===== src/rtl/shift_unit_seq_pkg.sv =====
// rtl/shift_unit_seq_pkg.sv - shift mode and FSM state encodings shared by the shifter files
package shift_unit_seq_pkg;

   typedef enum logic [1:0] {
      MODE_SLL  = 2'd0,
      MODE_SRL  = 2'd1,
      MODE_SRA  = 2'd2,
      MODE_ROTR = 2'd3
   } shift_mode_t;

   typedef enum logic [1:0] {
      S_IDLE  = 2'd0,
      S_SHIFT = 2'd1,
      S_DONE  = 2'd2
   } shift_state_t;

endpackage


===== src/rtl/shift_unit_seq_if.sv =====
// rtl/shift_unit_seq_if.sv - request/result bundle between control unit and sequential shifter
interface shift_unit_seq_if #(
   parameter int DATA_W = 32
);
   localparam int SHAMT_W = $clog2(DATA_W);

   logic               start_i;
   logic [1:0]         mode_i;
   logic [DATA_W-1:0]  data_i;
   logic [SHAMT_W-1:0] shamt_i;
   logic               busy_o;
   logic               done_o;
   logic [DATA_W-1:0]  data_o;

   modport master (
      output start_i, mode_i, data_i, shamt_i,
      input  busy_o, done_o, data_o
   );

   modport slave (
      input  start_i, mode_i, data_i, shamt_i,
      output busy_o, done_o, data_o
   );
endinterface


===== src/rtl/shift_step.sv =====
// rtl/shift_step.sv - one combinational shift slice of up to STEP bits
module shift_step
   import shift_unit_seq_pkg::*;
#(
   parameter int  DATA_W = 32,
   parameter int  STEP   = 4,
   localparam int K_W    = $clog2(STEP + 1)
) (
   input  logic [DATA_W-1:0] acc,
   input  logic [K_W-1:0]    k,
   input  shift_mode_t       mode,
   output logic [DATA_W-1:0] acc_next
);

   always_comb begin
      case (mode)
         MODE_SLL: acc_next = acc << k;
         MODE_SRL: acc_next = acc >> k;
         // acc MSB never changes under SRA, so it carries the original sign every step
         MODE_SRA: acc_next = DATA_W'($signed(acc) >>> k);
         default:  acc_next = (acc >> k) | (acc << (DATA_W - int'(k)));
      endcase
   end

endmodule


===== src/rtl/shift_unit_seq.sv =====
// rtl/shift_unit_seq.sv - multi-cycle SLL/SRL/SRA/ROTR shifter, STEP bits per clock
module shift_unit_seq
   import shift_unit_seq_pkg::*;
#(
   parameter int DATA_W  = 32,
   parameter int STEP    = 4,
   parameter int SHAMT_W = $clog2(DATA_W)
) (
   input  logic            clk_i,
   input  logic            rst_i,
   shift_unit_seq_if.slave bus
);

   localparam int               K_W    = $clog2(STEP + 1);
   localparam int               CNT_W  = SHAMT_W + 1;
   localparam logic [CNT_W-1:0] STEP_C = CNT_W'(STEP);

   shift_state_t       state, state_next;
   shift_mode_t        mode_q;
   logic [DATA_W-1:0]  acc, acc_step;
   logic [SHAMT_W-1:0] rem;
   logic [CNT_W-1:0]   rem_ext, k_ext;
   logic [K_W-1:0]     k;
   logic               last_step;
   logic               accept;

   // one extra bit so STEP=DATA_W still compares cleanly against rem
   assign rem_ext   = {1'b0, rem};
   assign k_ext     = (rem_ext > STEP_C) ? STEP_C : rem_ext;
   assign k         = K_W'(k_ext);
   assign last_step = (rem_ext <= STEP_C);
   assign accept    = (state == S_IDLE) && bus.start_i;

   shift_step #(
      .DATA_W (DATA_W),
      .STEP   (STEP)
   ) u_step (
      .acc      (acc),
      .k        (k),
      .mode     (mode_q),
      .acc_next (acc_step)
   );

   always_ff @(posedge clk_i) begin
      if (!rst_i) state <= S_IDLE;
      else        state <= state_next;
   end

   always_comb begin
      state_next = state;
      case (state)
         S_IDLE:  if (bus.start_i) state_next = (bus.shamt_i == '0) ? S_DONE : S_SHIFT;
         S_SHIFT: if (last_step) state_next = S_DONE;
         S_DONE:  state_next = S_IDLE;
         default: state_next = S_IDLE;
      endcase
   end

   always_comb begin
      bus.busy_o = (state != S_IDLE);
      bus.done_o = (state == S_DONE);
   end

   always_ff @(posedge clk_i) begin
      if (!rst_i) begin
         acc    <= '0;
         rem    <= '0;
         mode_q <= MODE_SLL;
      end else if (accept) begin
         acc    <= bus.data_i;
         rem    <= bus.shamt_i;
         mode_q <= shift_mode_t'(bus.mode_i);
      end else if (state == S_SHIFT) begin
         acc    <= acc_step;
         rem    <= SHAMT_W'(rem_ext - k_ext);
      end
   end

   assign bus.data_o = acc;

endmodule


===== src/flat_wrapper.sv =====
// flat-port wrapper written by rule: the top's interface ports become plain ports
module shift_unit_seq_flat import shift_unit_seq_pkg::*;
#(
   parameter int DATA_W  = 32,
   parameter int STEP    = 4,
   parameter int SHAMT_W = $clog2(DATA_W)
)
  (clk_i, rst_i, bus_start_i, bus_mode_i, bus_data_i, bus_shamt_i, bus_busy_o, bus_done_o, bus_data_o);
  shift_unit_seq_if #(.DATA_W(DATA_W)) bus_i ();
  input  logic clk_i;
  input  logic rst_i;
  input wire logic [$bits(bus_i.start_i)-1:0] bus_start_i;
  input wire logic [$bits(bus_i.mode_i)-1:0] bus_mode_i;
  input wire logic [$bits(bus_i.data_i)-1:0] bus_data_i;
  input wire logic [$bits(bus_i.shamt_i)-1:0] bus_shamt_i;
  output wire logic [$bits(bus_i.busy_o)-1:0] bus_busy_o;
  output wire logic [$bits(bus_i.done_o)-1:0] bus_done_o;
  output wire logic [$bits(bus_i.data_o)-1:0] bus_data_o;
  assign bus_i.start_i = bus_start_i;
  assign bus_i.mode_i = bus_mode_i;
  assign bus_i.data_i = bus_data_i;
  assign bus_i.shamt_i = bus_shamt_i;
  assign bus_busy_o = bus_i.busy_o;
  assign bus_done_o = bus_i.done_o;
  assign bus_data_o = bus_i.data_o;
  shift_unit_seq #(.DATA_W(DATA_W), .STEP(STEP), .SHAMT_W(SHAMT_W)) u_core (.clk_i(clk_i), .rst_i(rst_i), .bus(bus_i));
endmodule

===== config.mk =====
export PLATFORM = sky130hd
export DESIGN_NAME = shift_unit_seq_flat
export DESIGN_NICKNAME = d
export VERILOG_FILES = /design/src/rtl/shift_unit_seq_pkg.sv /design/src/rtl/shift_unit_seq_if.sv /design/src/rtl/shift_step.sv /design/src/rtl/shift_unit_seq.sv /design/src/flat_wrapper.sv
export SDC_FILE = /design/constraint.sdc
export NUM_CORES = 1
export LEC_CHECK = 0
export ABC_AREA = 1
export BUFFER_PORTS_ARGS = -buffer_cell sky130_fd_sc_hd__buf_2
export CORE_AREA = 3 3 96 98
export DETAILED_ROUTE_END_ITERATION = 7
export DIE_AREA = 0 0 99 101
export GPL_TIMING_DRIVEN = 0
export HOLD_SLACK_MARGIN = 0.08
export PLACE_DENSITY_LB_ADDON = 0.1
export SKIP_LAST_GASP = 1
export SYNTH_ARGS = -nofsm -noshare
export SYNTH_HDL_FRONTEND = slang
export SYNTH_SLANG_ARGS = --single-unit
export TNS_END_PERCENT = 50

===== constraint.sdc =====
create_clock -name clk_i -period 3.51 [get_ports clk_i]
set_clock_uncertainty 0.05 [all_clocks]
set_input_delay 0.351 -clock clk_i [delete_from_list [all_inputs] [get_ports clk_i]]
set_output_delay 0.351 -clock clk_i [all_outputs]
set_load 0.01 [all_outputs]

==> summary.txt, run 1 <==
Detailed routing
  • DR pass1 iterations: 8
  • ANT nets after route: 0
  • Via/cell ratio: 6.73
  • Routed len/inst: 22.3 µm
  • Via count: 7562
  • DR DRC count: 32
  • DRC marker count from the first detailed-route iteration: 1705
  • WL final: 25.0 mm

Global route
  • Largest net degree at the start of global routing: 17
  • Initial antenna violation count: 0
  • Vias in the first global route: 6800
  • Grt total ovfl: 0
  • Global-route wire length before repair: 37.1 mm
  • GRT Util Overall: 48.5%

Clock tree
  • CTS tree: built
  • Clk pin slew, worst setup/hold paths: 0.11 ns
  • Cts bufs inserted: 5
  • Hold buffers post-CTS: 0
  • Longest Clk Path Bufs: 2
  • CTS Root Cell: clkbuf_8
  • Clk sinks: 41
  • Htree depth: 2
  • Clk Latency, worst-skew pair: 0.33 ns

Timing
  • Final worst path period share: 97.7%
  • RSZ-0062 raised after global routing: false
  • Worst-margin pin slew: 0.828 ns
  • Fin. Hold Viols: 0
  • Final WS setup: 0.0797 ns
  • Hold Slack: 0.249 ns
  • Slew headroom: 44.8%
  • Fin. max-slew vios: 0
  • Fmax: 0.292 GHz
  • Setup violators final: 0
  • Post-layout min period: 3.43 ns

Floorplanning
  • Io pins: 76
  • Die X: 99 µm
  • FP Rows: 34
  • Initial cell density of the core: 58.3%
  • Area of the die: 0.0100 mm²
  • Die height: 101 µm
  • Core ar.: 0.00855 mm²

Worst setup path
  • CP max-delay cell: ha_1
  • Most common cell on crit path: nand3_1
  • Slowest stage delay, CP: 0.45 ns
  • Crit path capture type: flip-flop
  • CP Data Arrival Time: 3.60 ns
  • Critical Path RT: 3.68 ns
  • WS Path Type: flip-flop to flip-flop
  • CP cell instances: clkbuf_4 -> clkinvlp_4 -> nor2_2 -> inv_1 -> clkbuf_4 -> ha_1 -> clkinvlp_4 -> clkbuf_2 -> nand3_1 -> nand3_1 -> nand3_1 -> nand3_1 -> a21oi_1 -> nor2_1
  • Worst r2r path cells: 14
  • Startpoint Class: flip-flop
  • CP Max Fanout: 10

Place
  • # port buffers: 75
  • Routability cong.: 1.15
  • Placed Area: 0.00550 mm²
  • Post-Place Setup Slack: -0.0385 ns
  • Dpl cells: 1114
  • Final HPWL DP: 18.5 mm

Synth
  • Area contributors post-synth: nand2_1 23%, dfxtp_1 16%, nand3_1 16%
  • Ys async rst share: 0%
  • Flops & latches, synth: 41
  • Seq/Total Area, Yosys: 16.5%
  • Area leader, netlist: nand2_1
  • Synth cell types: 41
  • Synthesized instance count: 931
  • Synth top area share: 23.4%
  • Post-synth EDFFs: 0
  • Syn avg cell area: 5.36 µm²
  • Most used DFF post-synth: dfxtp_1
  • Syn_nets: 976
  • Synth warn: 0
  • Post-Syn Area: 0.00499 mm²

Finish
  • Area growth syn-to-layout: 12.9%
  • FILL cells: 850
  • Commonest non-fill, non-tap cell in the layout: nand2_1
  • Post-route cell area: 0.00563 mm²
  • Non-Filler Instances: 1124
  • Reg area: 821 µm²
  • # diodes: 0
  • Multi-input gate area in the final layout: 0.00356 mm²
  • Layout cells sized above 1: 15.1%
  • Final nets: 1060
  • Most frequent cells in the layout: 311 x nand2_1, 155 x nand3_1, 91 x buf_2

Power
  • Lkg Pwr: 2.80 nW
  • Power Dens Cells: 533 mW/mm²
  • VDD IR max: 0.319 mV

Hold path
  • Hold crit path type: input port to flip-flop
  • Min-Delay Path Depth: 3

Run status
  • Violated checks: DRC
  • Run status: complete, but fails checks

Flow run
  • MaxCap Viol Count: 0
-- critical path: cells and delay by family (launching register included) --
kind,cells,cell delay (ns)
buffers and inverters,6,1.43
DFF,1,0.33
and+or+nand+nor,6,0.76
adders and majority gates,1,0.45
AOI/OAI and AO/OA,1,0.28
-- layout make-up --
class	count	area share, %
clock buffers	5	1.22
well taps	108	2.40
plain buffers	59	5.53
flip-flops and latches	41	14.6
multi-input cells	748	63.2
repair buffers	77	6.93
clock inverters	3	0.511
inverters	83	5.66
-- power by group --
group | internal [mW] | switching, mW | total [mW]
logic | 0.586 | 1.43 | 2.02
clock network | 0.151 | 0.241 | 0.392
registers | 0.526 | 0.0670 | 0.593
-- flip-flops by register name, summed over array words and instances (netlist names) --
name and flops:
u_core.state 2, u_core.rem 5, u_core.bus.data_o 32, u_core.mode_q 2
-- final timing paths --
check | start | to | slack [ns]
max | u_core.rem[1]$_SDFFE_PN0P_ | u_core.bus.data_o[17]$_SDFFE_PN0P_ | 0.08
min | bus_data_i[2] | u_core.bus.data_o[2]$_SDFFE_PN0P_ | 0.25
max reg2reg | u_core.rem[1]$_SDFFE_PN0P_ | u_core.bus.data_o[17]$_SDFFE_PN0P_ | 0.08
min reg2reg | u_core.bus.data_o[20]$_SDFFE_PN0P_ | u_core.bus.data_o[20]$_SDFFE_PN0P_ | 0.44
-- cell usage after synthesis (2+ instances only) --
cell and n:
buf_4 4, o22ai_1 2, buf_1 6, o211ai_1 12, buf_2 18, o31ai_1 2
nand3_1 155, ha_1 3, o21ai_0 48, clkinv_1 3, clkbuf_1 26, or2_2 3
nand2_1 311, o21ai_1 6, nor2_1 60, nor2_8 2, inv_2 5, buf_6 5
nand2_2 12, inv_1 75, nand2_4 5, a21oi_1 63, dfxtp_1 41, o2111ai_1 2
o221ai_1 6, nand4_1 33, a31oi_1 9
-- cell families after synthesis --
logic type      synth area share, %
fa+ha+maj                     0.753
buf+inv                        12.2
other cells                  0.0752
compound gates                 17.5
simple gates                   52.7
flops                          16.5
xor+xnor                      0.351
-- per-layer routing --
layer | global-route usage, % | wire, µm | up-vias
met5 | 3.59 | 46 | -
met4 | 28.2 | 2020 | 2
met3 | 20.9 | 4530 | 208
met2 | 67.7 | 9590 | 793
met1 | 61.3 | 8850 | 3272
li1 | - | - | 3287
-- through the flow --
step	TNS [ns]	total power, mW	utilization [%]
floorplan	0	1.87	-
global placement	-0.420	2.45	64.3
detailed placement	-0.0385	2.45	64.3
CTS	0	2.82	65.5
global route	0	3.12	65.9
finish	0	3.00	65.9
-- what timing repair did --
action,4_1_cts,5_1_grt
setup buffers,0,2
gates resized for setup,1,16
gates cloned,0,0
endpoints found under the setup margin,1,22
endpoints found under the hold margin,0,0
(Power assumes the default switching activity.)
==> run 2, diff against run 1 <==
--- a/config.mk
+++ b/config.mk
@@ -11,7 +11,7 @@
 export DETAILED_ROUTE_END_ITERATION = 7
 export DIE_AREA = 0 0 99 101
 export GPL_TIMING_DRIVEN = 0
-export HOLD_SLACK_MARGIN = 0.08
+export HOLD_SLACK_MARGIN = 0.05
 export PLACE_DENSITY_LB_ADDON = 0.1
 export SKIP_LAST_GASP = 1
 export SYNTH_ARGS = -nofsm -noshare
==> constraint.sdc (replaced) <==
create_clock -name clk_i -period 3.6 [get_ports clk_i]
set_clock_uncertainty 0.05 [all_clocks]
set_input_delay 0.36 -clock clk_i [delete_from_list [all_inputs] [get_ports clk_i]]
set_output_delay 0.36 -clock clk_i [all_outputs]
set_load 0.01 [all_outputs]
==> run 2 against run 1 <==
  * The run still ends with DRC left
  * Highest routed layer unchanged
  * Combinational power fell by 3%
  * Routed wire length fell by 0.45%
  * Critical endpoint is now u_core.bus.data_o[14]$_SDFFE_PN0P_
  * Largest power group unchanged
  * Global-route usage barely moved
==> summary.txt, run 2 (synthesis results as in run 1) <==
Place
  • Placed Area: 0.00550 mm² (unchanged)
  • # port buffers: 75 (unchanged)
  • Post-Place Setup Slack: 0.0515 ns (+0.0900 ns)
  • Routability cong.: 1.15 (unchanged)
  • Final HPWL DP: 18.5 mm (unchanged)

Finish
  • Most frequent cells in the layout: 311 x nand2_1, 155 x nand3_1, 92 x buf_2
  • Commonest non-fill, non-tap cell in the layout: nand2_1
  • Post-route cell area: 0.00561 mm² (-0.49%)
  • FILL cells: 853 (+0.35%)
  • Layout cells sized above 1: 14.7% (-0.36 points)
  • Largest register FFs: 32 (unchanged)
  • Area growth syn-to-layout: 12.4%
  • # diodes: 0 (unchanged)
  • Final nets: 1058 (-0.19%)

Clock tree
  • Cts bufs inserted: 5 (unchanged)
  • Clk Latency, worst-skew pair: 0.33 ns (about the same)
  • Longest Clk Path Bufs: 2 (unchanged)
  • Clk pin slew, worst setup/hold paths: 0.11 ns (about the same)
  • CTS tree: built
  • CTS Root Cell: clkbuf_8
  • Hold buffers post-CTS: 0 (unchanged)
  • Htree depth: 2 (unchanged)
  • Clk sinks: 41 (unchanged)

Worst setup path
  • Critical Path RT: 3.78 ns (+0.10 ns)
  • Worst r2r path cells: 15 (+1)
  • Crit path capture type: flip-flop
  • Most common cell on crit path: nand3_1
  • CP Max Fanout: 10 (unchanged)
  • RR Startpoint: u_core.rem[1]$_SDFFE_PN0P_
  • Reg2reg end: u_core.bus.data_o[14]$_SDFFE_PN0P_
  • CP cell instances: clkbuf_4 -> inv_1 -> nor2_2 -> inv_1 -> buf_2 -> ha_1 -> clkinv_1 -> clkbuf_2 -> nand3_1 -> nand2_1 -> nand2_1 -> nand3_1 -> nand3_1 -> a21oi_1 -> nor2_1
  • WS Path Type: flip-flop to flip-flop
  • CP Data Arrival Time: 3.76 ns (+0.16 ns)
  • Slowest stage delay, CP: 0.39 ns (-0.06 ns)
  • R2R Setup Slk: 0.01 ns (-0.07 ns)
  • Startpoint Class: flip-flop
  • CP max-delay cell: buf_2

Timing
  • Hold Slack: 0.247 ns (-0.00143 ns)
  • Final WS setup: 0.0116 ns (-0.0681 ns)
  • RSZ-0062 raised after global routing: false
  • Fin. Hold Viols: 0 (unchanged)
  • Slew headroom: 45.0% (+0.24 points)
  • Post-layout min period: 3.59 ns (+0.158 ns)
  • Fmax: 0.279 GHz (-4.4%)
  • TNS Setup: 0 ns (unchanged)
  • Worst-margin pin slew: 0.824 ns (-0.00354 ns)
  • Fin. max-slew vios: 0 (unchanged)
  • Setup violators final: 0 (unchanged)
  • Final worst path period share: 99.7% (+1.9 points)

Global route
  • Vias in the first global route: 6797 (-0.044%)
  • Initial antenna violation count: 0 (unchanged)
  • Largest net degree at the start of global routing: 17 (unchanged)
  • Global-route wire length before repair: 37.1 mm (about the same)
  • GRT Util Overall: 48.4% (about the same)
  • Grt total ovfl: 0 (unchanged)

Detailed routing
  • Via/cell ratio: 6.65 (-1.1%)
  • DRC marker count from the first detailed-route iteration: 1690 (-0.88%)
  • DR DRC count: 74 (+130%)
  • Routed len/inst: 22.2 µm (-0.27%)
  • Via count: 7464 (-1.3%)
  • ANT nets after route: 0 (unchanged)
  • DR pass1 iterations: 8 (unchanged)
  • WL final: 24.9 mm (-0.45%)

Power
  • VDD IR max: 0.310 mV (-2.8%)
  • Lkg Pwr: 2.79 nW (-0.31%)
  • Power Dens Cells: 520 mW/mm² (-2.4%)

Flow run
  • MaxCap Viol Count: 0 (unchanged)

Hold path
  • Worst min-delay path startpoint: bus_data_i[2]
  • Hold crit path type: input port to flip-flop
  • WHS Endpoint: u_core.bus.data_o[2]$_SDFFE_PN0P_
  • Min-Delay Path Depth: 3 (unchanged)

Run status
  • Run status: complete, but fails checks
  • Violated checks: DRC

Floorplanning
  • Io pins: 76 (unchanged)
  • Die X: 99 µm (unchanged)
  • FP Rows: 34 (unchanged)
  • Core ar.: 0.00855 mm² (unchanged)
  • Die height: 101 µm (unchanged)
  • Initial cell density of the core: 58.3% (unchanged)
  • Area of the die: 0.0100 mm² (unchanged)
-- run 2: changes by cell type in the layout (fill, tap and decap cells not counted) --
cell        delta
buf_4          -2
clkbuf_4       -2
clkinvlp_4     -2
buf_2          +1
clkbuf_2       +1
clkinv_1       +1
inv_1          +1
-- run 2: how the worst max path moves through the flow --
stage / to / slack, ns / start
finish: u_core.bus.data_o[14]$_SDFFE_PN0P_ / 0.01 / u_core.rem[1]$_SDFFE_PN0P_
global route: u_core.bus.data_o[17]$_SDFFE_PN0P_ / 0.04 / u_core.rem[1]$_SDFFE_PN0P_
CTS: u_core.bus.data_o[14]$_SDFFE_PN0P_ / 0.03 / u_core.rem[1]$_SDFFE_PN0P_
detailed placement: u_core.bus.data_o[14]$_SDFFE_PN0P_ / 0.05 / u_core.rem[1]$_SDFFE_PN0P_
global placement: u_core.bus.data_o[14]$_SDFFE_PN0P_ / -0.07 / u_core.rem[1]$_SDFFE_PN0P_
floorplan: u_core.bus.data_o[17]$_SDFFE_PN0P_ / 1.02 / u_core.rem[3]$_SDFFE_PN0P_
-- run 2: critical path, delay by kind of cell, from the launching register on --
kind | cells | cell delay, ns
simple gates | 7 | 0.79
fa+ha+maj | 1 | 0.35
buf+inv | 6 | 1.67
flops | 1 | 0.32
compound gates | 1 | 0.29
-- run 2: layer usage --
layer  global-route usage (%)  part of all wire (%)
met5                     3.59                  0.18
met4                     27.8                   8.0
met3                     21.1                    18
met2                     67.7                    38
met1                     61.3                    36
-- run 2: area by class of cell --
cell class	count	area, µm²	area share (%)
Inverter	83	312	5.56
Timing Repair Buffer	75	375	6.70
Buffer	59	307	5.47
Multi-Input combinational cell	748	3560	63.5
Sequential cell	41	821	14.6
Tap cell	108	135	2.41
Clock inverter	3	28.8	0.513
Clock buffer	5	68.8	1.23
-- run 2: through the flow --
stage / total power, mW / utilization, % / std cells
6_report: 2.92 / 65.6 / 1122
5_1_grt: 3.03 / 65.6 / 1122
4_1_cts: 2.75 / 65.4 / 1122
3_5_place_dp: 2.39 / 64.3 / 1114
3_3_place_gp: 2.39 / 64.3 / 1114
2_1_floorplan: 1.82 / - / 931
-- run 2: what timing repair did --
item	CTS	global route
endpoints found under the setup margin	0	21
setup buffers	0	0
resized for setup	0	13
hold endpoints to repair	0	0
-- run 2: report_power, final --
| group | switching [mW] | internal (mW) |
|---|---|---|
| combinational | 1.39 | 0.566 |
| sequential | 0.0653 | 0.512 |
| clock | 0.237 | 0.148 |
